File: src/rtl/cpu68k_pkg.sv
// ---------------------------------------------------------------------------
// cpu68k_pkg: shared types and constants for the 68000 bus controller. Rev 1.0
// ---------------------------------------------------------------------------
`default_nettype none

package cpu68k_pkg;

  typedef enum logic [2:0] {
    ST_IDLE = 3'd0,
    ST_WAIT = 3'd1,
    ST_ACK  = 3'd2,
    ST_VPA  = 3'd3,
    ST_BERR = 3'd4
  } bus_state_e;

  localparam logic [2:0] FC_IACK = 3'b111;
  localparam int         MAX_IRQ = 7;

  // Highest set bit i maps to level i+1; returned active-low as the 68k IPL lines expect.
  function automatic logic [2:0] ipl_encode(input logic [MAX_IRQ-1:0] pend);
    logic [2:0] lvl;
    lvl = 3'd0;
    for (int i = 0; i < MAX_IRQ; i++) begin
      if (pend[i]) lvl = 3'(i + 1);
    end
    return ~lvl;
  endfunction

endpackage

`default_nettype wire

File: src/rtl/cpu68k_irq_enc.sv
// ---------------------------------------------------------------------------
// cpu68k_irq_enc: interrupt pending latch and registered IPL priority encoder. Rev 1.0
// ---------------------------------------------------------------------------
`default_nettype none

module cpu68k_irq_enc
  import cpu68k_pkg::*;
#(
  parameter int NUM_IRQ = 3
) (
  input  logic               clk_i,
  input  logic               rst_ni,
  input  logic [NUM_IRQ-1:0] irq_set_i,
  input  logic [NUM_IRQ-1:0] irq_ack_i,
  output logic [NUM_IRQ-1:0] pending_o,
  output logic [2:0]         ipl_o
);

  logic [NUM_IRQ-1:0] pend_q, pend_d;
  logic [MAX_IRQ-1:0] pend_ext;
  logic [2:0]         ipl_q;

  // Set is applied after the clear so a simultaneous set/ack leaves the bit pending.
  assign pend_d = (pend_q & ~irq_ack_i) | irq_set_i;

  generate
    if (NUM_IRQ < MAX_IRQ) begin : g_pad
      assign pend_ext = {{(MAX_IRQ - NUM_IRQ){1'b0}}, pend_d};
    end else begin : g_full
      assign pend_ext = pend_d;
    end
  endgenerate

  always_ff @(posedge clk_i or negedge rst_ni) begin
    if (!rst_ni) begin
      pend_q <= '0;
      ipl_q  <= 3'b111;
    end else begin
      pend_q <= pend_d;
      ipl_q  <= ipl_encode(pend_ext);
    end
  end

  assign pending_o = pend_q;
  assign ipl_o     = ipl_q;

endmodule

`default_nettype wire

File: src/rtl/cpu68k_bus_ctrl.sv
// ---------------------------------------------------------------------------
// cpu68k_bus_ctrl: fx68k clock enables, reset stretcher, DTACK/VPA/BERR and IPL. Rev 1.0
// ---------------------------------------------------------------------------
`default_nettype none

module cpu68k_bus_ctrl
  import cpu68k_pkg::*;
#(
  parameter int CLK_DIV = 2,
  parameter int RST_CYC = 4,
  parameter int WAIT_W  = 2,
  parameter int TIMEOUT = 64,
  parameter int NUM_IRQ = 3
) (
  input  logic               CLK_24M,
  input  logic               nRESET,
  output logic               EN_PHI1,
  output logic               EN_PHI2,
  output logic               CPU_RESET,
  input  logic               nAS,
  input  logic               nUDS,
  input  logic               nLDS,
  input  logic               M68K_RW,
  input  logic [2:0]         FC,
  input  logic [WAIT_W-1:0]  WAIT_CNT,
  input  logic               nEXT_WAIT,
  output logic               nDTACK,
  output logic               nVPA,
  output logic               nBERR,
  input  logic [NUM_IRQ-1:0] IRQ_SET,
  input  logic [NUM_IRQ-1:0] IRQ_ACK,
  output logic [NUM_IRQ-1:0] IRQ_PENDING,
  output logic               IPL2n,
  output logic               IPL1n,
  output logic               IPL0n
);

  localparam int CW = $clog2(CLK_DIV);
  localparam int RW = $clog2(RST_CYC + 1);
  localparam int TW = $clog2(TIMEOUT);

  logic [CW-1:0]     phase_q, phase_d;
  logic [RW-1:0]     rcnt_q, rcnt_d;
  logic              cpu_rst_q, cpu_rst_d;
  bus_state_e        state_q, state_d;
  logic [WAIT_W-1:0] wcnt_q, wcnt_d;
  logic [TW-1:0]     tcnt_q, tcnt_d;
  logic [2:0]        ipl;
  logic              unused_strobes;

  // Data strobes and direction do not affect the handshake; the decoder uses them.
  assign unused_strobes = ^{nUDS, nLDS, M68K_RW};

  assign phase_d   = (phase_q == CW'(CLK_DIV - 1)) ? '0 : phase_q + CW'(1);
  assign EN_PHI1   = (phase_q == '0);
  assign EN_PHI2   = (phase_q == CW'(CLK_DIV / 2));
  assign CPU_RESET = cpu_rst_q;

  always_comb begin
    rcnt_d    = rcnt_q;
    cpu_rst_d = cpu_rst_q;
    if (cpu_rst_q && EN_PHI2) begin
      if (rcnt_q == RW'(RST_CYC - 1)) cpu_rst_d = 1'b0;
      else                            rcnt_d    = rcnt_q + RW'(1);
    end
  end

  always_ff @(posedge CLK_24M or negedge nRESET) begin
    if (!nRESET) begin
      phase_q   <= '0;
      rcnt_q    <= '0;
      cpu_rst_q <= 1'b1;
    end else begin
      phase_q   <= phase_d;
      rcnt_q    <= rcnt_d;
      cpu_rst_q <= cpu_rst_d;
    end
  end

  always_ff @(posedge CLK_24M or negedge nRESET) begin
    if (!nRESET) begin
      state_q <= ST_IDLE;
      wcnt_q  <= '0;
      tcnt_q  <= '0;
    end else begin
      state_q <= state_d;
      wcnt_q  <= wcnt_d;
      tcnt_q  <= tcnt_d;
    end
  end

  always_comb begin
    state_d = state_q;
    wcnt_d  = wcnt_q;
    tcnt_d  = tcnt_q;
    if (EN_PHI2) begin
      if (nAS) begin
        state_d = ST_IDLE;
      end else begin
        case (state_q)
          ST_IDLE: begin
            if (FC == FC_IACK) begin
              state_d = ST_VPA;
            end else begin
              state_d = ST_WAIT;
              wcnt_d  = WAIT_CNT;
              tcnt_d  = '0;
            end
          end
          ST_WAIT: begin
            // Timeout wins over a completing wait on the same enable.
            if (tcnt_q == TW'(TIMEOUT - 1)) begin
              state_d = ST_BERR;
            end else begin
              tcnt_d = tcnt_q + TW'(1);
              if (wcnt_q != '0)   wcnt_d  = wcnt_q - WAIT_W'(1);
              else if (nEXT_WAIT) state_d = ST_ACK;
            end
          end
          default: ;
        endcase
      end
    end
  end

  always_comb begin
    nDTACK = 1'b1;
    nVPA   = 1'b1;
    nBERR  = 1'b1;
    case (state_q)
      ST_ACK:  nDTACK = 1'b0;
      ST_VPA:  nVPA   = 1'b0;
      ST_BERR: nBERR  = 1'b0;
      default: ;
    endcase
  end

  cpu68k_irq_enc #(
    .NUM_IRQ (NUM_IRQ)
  ) u_irq_enc (
    .clk_i     (CLK_24M),
    .rst_ni    (nRESET),
    .irq_set_i (IRQ_SET),
    .irq_ack_i (IRQ_ACK),
    .pending_o (IRQ_PENDING),
    .ipl_o     (ipl)
  );

  assign {IPL2n, IPL1n, IPL0n} = ipl;

endmodule

`default_nettype wire

File: config.mk
export PLATFORM = sky130hd
export DESIGN_NAME = cpu68k_bus_ctrl
export DESIGN_NICKNAME = d
export VERILOG_FILES = /design/src/rtl/cpu68k_pkg.sv /design/src/rtl/cpu68k_irq_enc.sv /design/src/rtl/cpu68k_bus_ctrl.sv
export SDC_FILE = /design/constraint.sdc
export NUM_CORES = 1
export LEC_CHECK = 0
export CORE_UTILIZATION = 49
export CTS_CLUSTER_DIAMETER = 50
export DETAILED_ROUTE_END_ITERATION = 6
export GPL_ROUTABILITY_DRIVEN = 0
export PLACE_DENSITY = 0.78
export SYNTH_ARGS = -nofsm -noshare
export SYNTH_HDL_FRONTEND = slang
export SYNTH_SLANG_ARGS = --single-unit
File: constraint.sdc
create_clock -name CLK_24M -period 4.98 [get_ports CLK_24M]
set_input_delay 0.498 -clock CLK_24M [delete_from_list [all_inputs] [get_ports CLK_24M]]
set_output_delay 0.498 -clock CLK_24M [all_outputs]
set_load 0.05 [all_outputs]
==> impl_results.md <==
* Status: completed
* Fillers at 153
* Layout area overhead at 28.1%
* Vias in the first global route at 726
* NetSw at 0.000175 W
* Int Power at 0.000290 W
* Overall global routing resource usage at 0.190
* Gate power share at 0.353
* Clock share of power at 0.184
* Final Setup Violations at 0
* Hold WS at 0.494 ns
* Initial DRC Count at 7
* Post-route setup slack at 2.49 ns
* Total wire length at 2050 um
* Die area at 2310 um2
* CP arrival at 1.99 ns
* DR DRC count at 0
* Crit. Startpoint: state_q[0]
* Place WS at 2.57 ns
* Syn. warnings at 0
* Final cell count without fillers at 155
* Die Ht at 48.0 um
* # diodes at 0
* Fin crit share at 0.499
* Most frequent cells in the layout: clkdlybuf4s50_1 (25), dfrtp_1 (18), inv_1 (8), nand2_1 (8)
* Clk sink count at 21
* Nets at 151
* R2R Path Start: state_q[2]
* FF+latch count, synth at 21
* Final antenna-violating net count at 0
* Commonest register cell after synthesis: dfrtp_1
* Fin. Hold Viols at 0
* Avg Cell Area, Syn at 10.2 um2
* Dpl cells at 151
* Post-synth EDFFs at 0
* Worst slew pin tran at 0.961 ns
* Final min period at 2.49 ns
* Via/cell ratio at 5.48
* Die width at 48.0 um
* Fin. max-slew vios at 0
* Mapped Cells at 102
* Final Skew at 0.00715 ns
* WS Path Type: flop to output port
* IO Pins at 30
* Sequential share of power at 0.463
* CTS root buf: clkbuf_4
* Max_slew headroom at 0.358
* Post-CTS Setup Bufs at 0
* TritonCTS buffer count at 3
* WL per Instance at 13.2 um
* HP Class: flop to flop
* Crit path launch type: flop
* Distinct cells, synth at 35
* Synthesized cell area at 1040 um2
* Starting density of the core at 0.524
* Post-CTS resize count at 0
* CP Data Required Time at 4.48 ns
* Fmax at 402 MHz
* Seq/Total Area, Yosys at 0.510
* Input/output buffers at 25
* Via count at 849
* Hold wc startpoint: rcnt_q[0]
* Switching part of the total power at 0.376
* Ys async rst share at 1.00
* First-pass GRT wire length at 3030 um
* Largest net degree at the start of global routing at 22
* Site row count at 16
* Fin Setup TNS at 0 ns
* Unrepaired setup endpoints after global routing: false
* Cell Pwr Density at 350 nW/um2
* Initial antenna violation count at 0
* Max-cap violations at 0
* HPWL Detailed at 1570 um
* Endpoint class of the critical path: output port
* Grt ovf at 0
* Initial DRT Pass Iterations at 4
* Leak Pwr at 0.598 nW
* Clk Latency, worst-skew pair at 0.31 ns
* Syn nets at 124
* Max H-tree Level at 1
* Core Area at 1980 um2
* Worst vdd ir at 0.211 mV
* Post-cts hold buffer count at 0
* Max Root-Sink Buffers at 2
* Reg clk slew, reported paths at 0.13 ns
* Share of layout cells above drive strength 1 at 0.109
* CTS tree: done
* CP max FO at 9
* Most common cell after layout, fill and taps aside: clkdlybuf4s50_1
[Yosys cell counts, drive strengths merged (2+ instances only)]
cell / instances / share of area
a21o: 2 / 0.014
a21oi: 6 / 0.029
a31oi: 2 / 0.012
and3: 3 / 0.018
buf: 2 / 0.018
dfrtp: 18 / 0.43
dfstp: 3 / 0.076
ha: 4 / 0.048
inv: 8 / 0.029
nand2: 8 / 0.029
nand2b: 2 / 0.019
nand3: 5 / 0.024
nand3b: 2 / 0.014
nor2: 6 / 0.022
nor3: 3 / 0.014
o21ai: 9 / 0.043
o22ai: 2 / 0.012
o31ai: 3 / 0.031
or3b: 2 / 0.017
[kinds of logic (layout without fill, tap and decap cells)]
| group | count (synthesis) | in the layout | share of synthesized area |
|---|---|---|---|
| fa+ha+maj | 4 | 4 | 0.0482 |
| flops | 21 | 21 | 0.510 |
| simple gates | 35 | 35 | 0.194 |
| buf+inv | 11 | 37 | 0.0506 |
| compound gates | 28 | 28 | 0.175 |
| other cells | 1 | 1 | 0.00361 |
| mux | 1 | 1 | 0.0108 |
| xor+xnor | 1 | 1 | 0.00844 |
[critical path: stages (launching register included)]
cell	delay, ns
dfrtp_1	0.49
or3b_2	0.47
clkdlybuf4s50_1	0.72
[power by group through the flow]
stage,logic [W],clock network (W),registers [W]
6_report,0.000164,0.0000856,0.000215
5_1_grt,0.000182,0.0000951,0.000220
4_1_cts,0.000166,0.0000874,0.000215
3_5_place_dp,0.000165,0,0.000218
3_3_place_gp,0.000155,0,0.000216
2_1_floorplan,0.000112,0,0.000222
[path summary, 6_finish.rpt]
path / end / slack, ns / depth (start not counted)
max in group asynchronous: EN_PHI2 / 3.73 / 1
worst min-delay path: rcnt_q[0] / 0.49 / 1
min in group asynchronous: u_irq_enc.pending_o[1] / 0.68 / 1
worst max register to register: tcnt_q[5] / 2.97 / 4
worst min register to register: rcnt_q[0] / 0.49 / 1
worst max-delay path: nDTACK / 2.49 / 2
[final cells by class]
class	instances	area [um2]	share of cell area
multi-input cells	70	457	0.343
flip-flops and latches	21	529	0.398
repair buffers	25	250	0.188
clock inverters	1	7.51	0.00564
inverters	8	30.0	0.0226
clock buffers	3	22.5	0.0169
well taps	27	33.8	0.0254
[through the flow]
step | utilization | total power (W) | area [um2]
6_report | 0.671 | 0.000465 | 1330
5_1_grt | 0.671 | 0.000497 | 1330
4_1_cts | 0.671 | 0.000468 | 1330
3_5_place_dp | 0.656 | 0.000383 | 1300
3_3_place_gp | 0.656 | 0.000372 | 1300
2_1_floorplan | - | 0.000334 | 1040
[flip-flops by register name, indices dropped and copies added, names as in the netlist]
name,cells
wcnt_q,2
rcnt_q,3
CPU_RESET,1
u_irq_enc.ipl_o,2
tcnt_q,6
u_irq_enc.pending_o,3
state_q,3
EN_PHI2,1
[layer usage]
layer / vias up / routed length, um / GRT usage
li1: 414 / - / -
met1: 416 / 922 / 0.235
met2: 17 / 1050 / 0.335
met3: 2 / 53 / 0.0377
met4: 0 / 18 / 0.0556
met5: - / 0 / 0
Power figures use the tool's default switching activity.
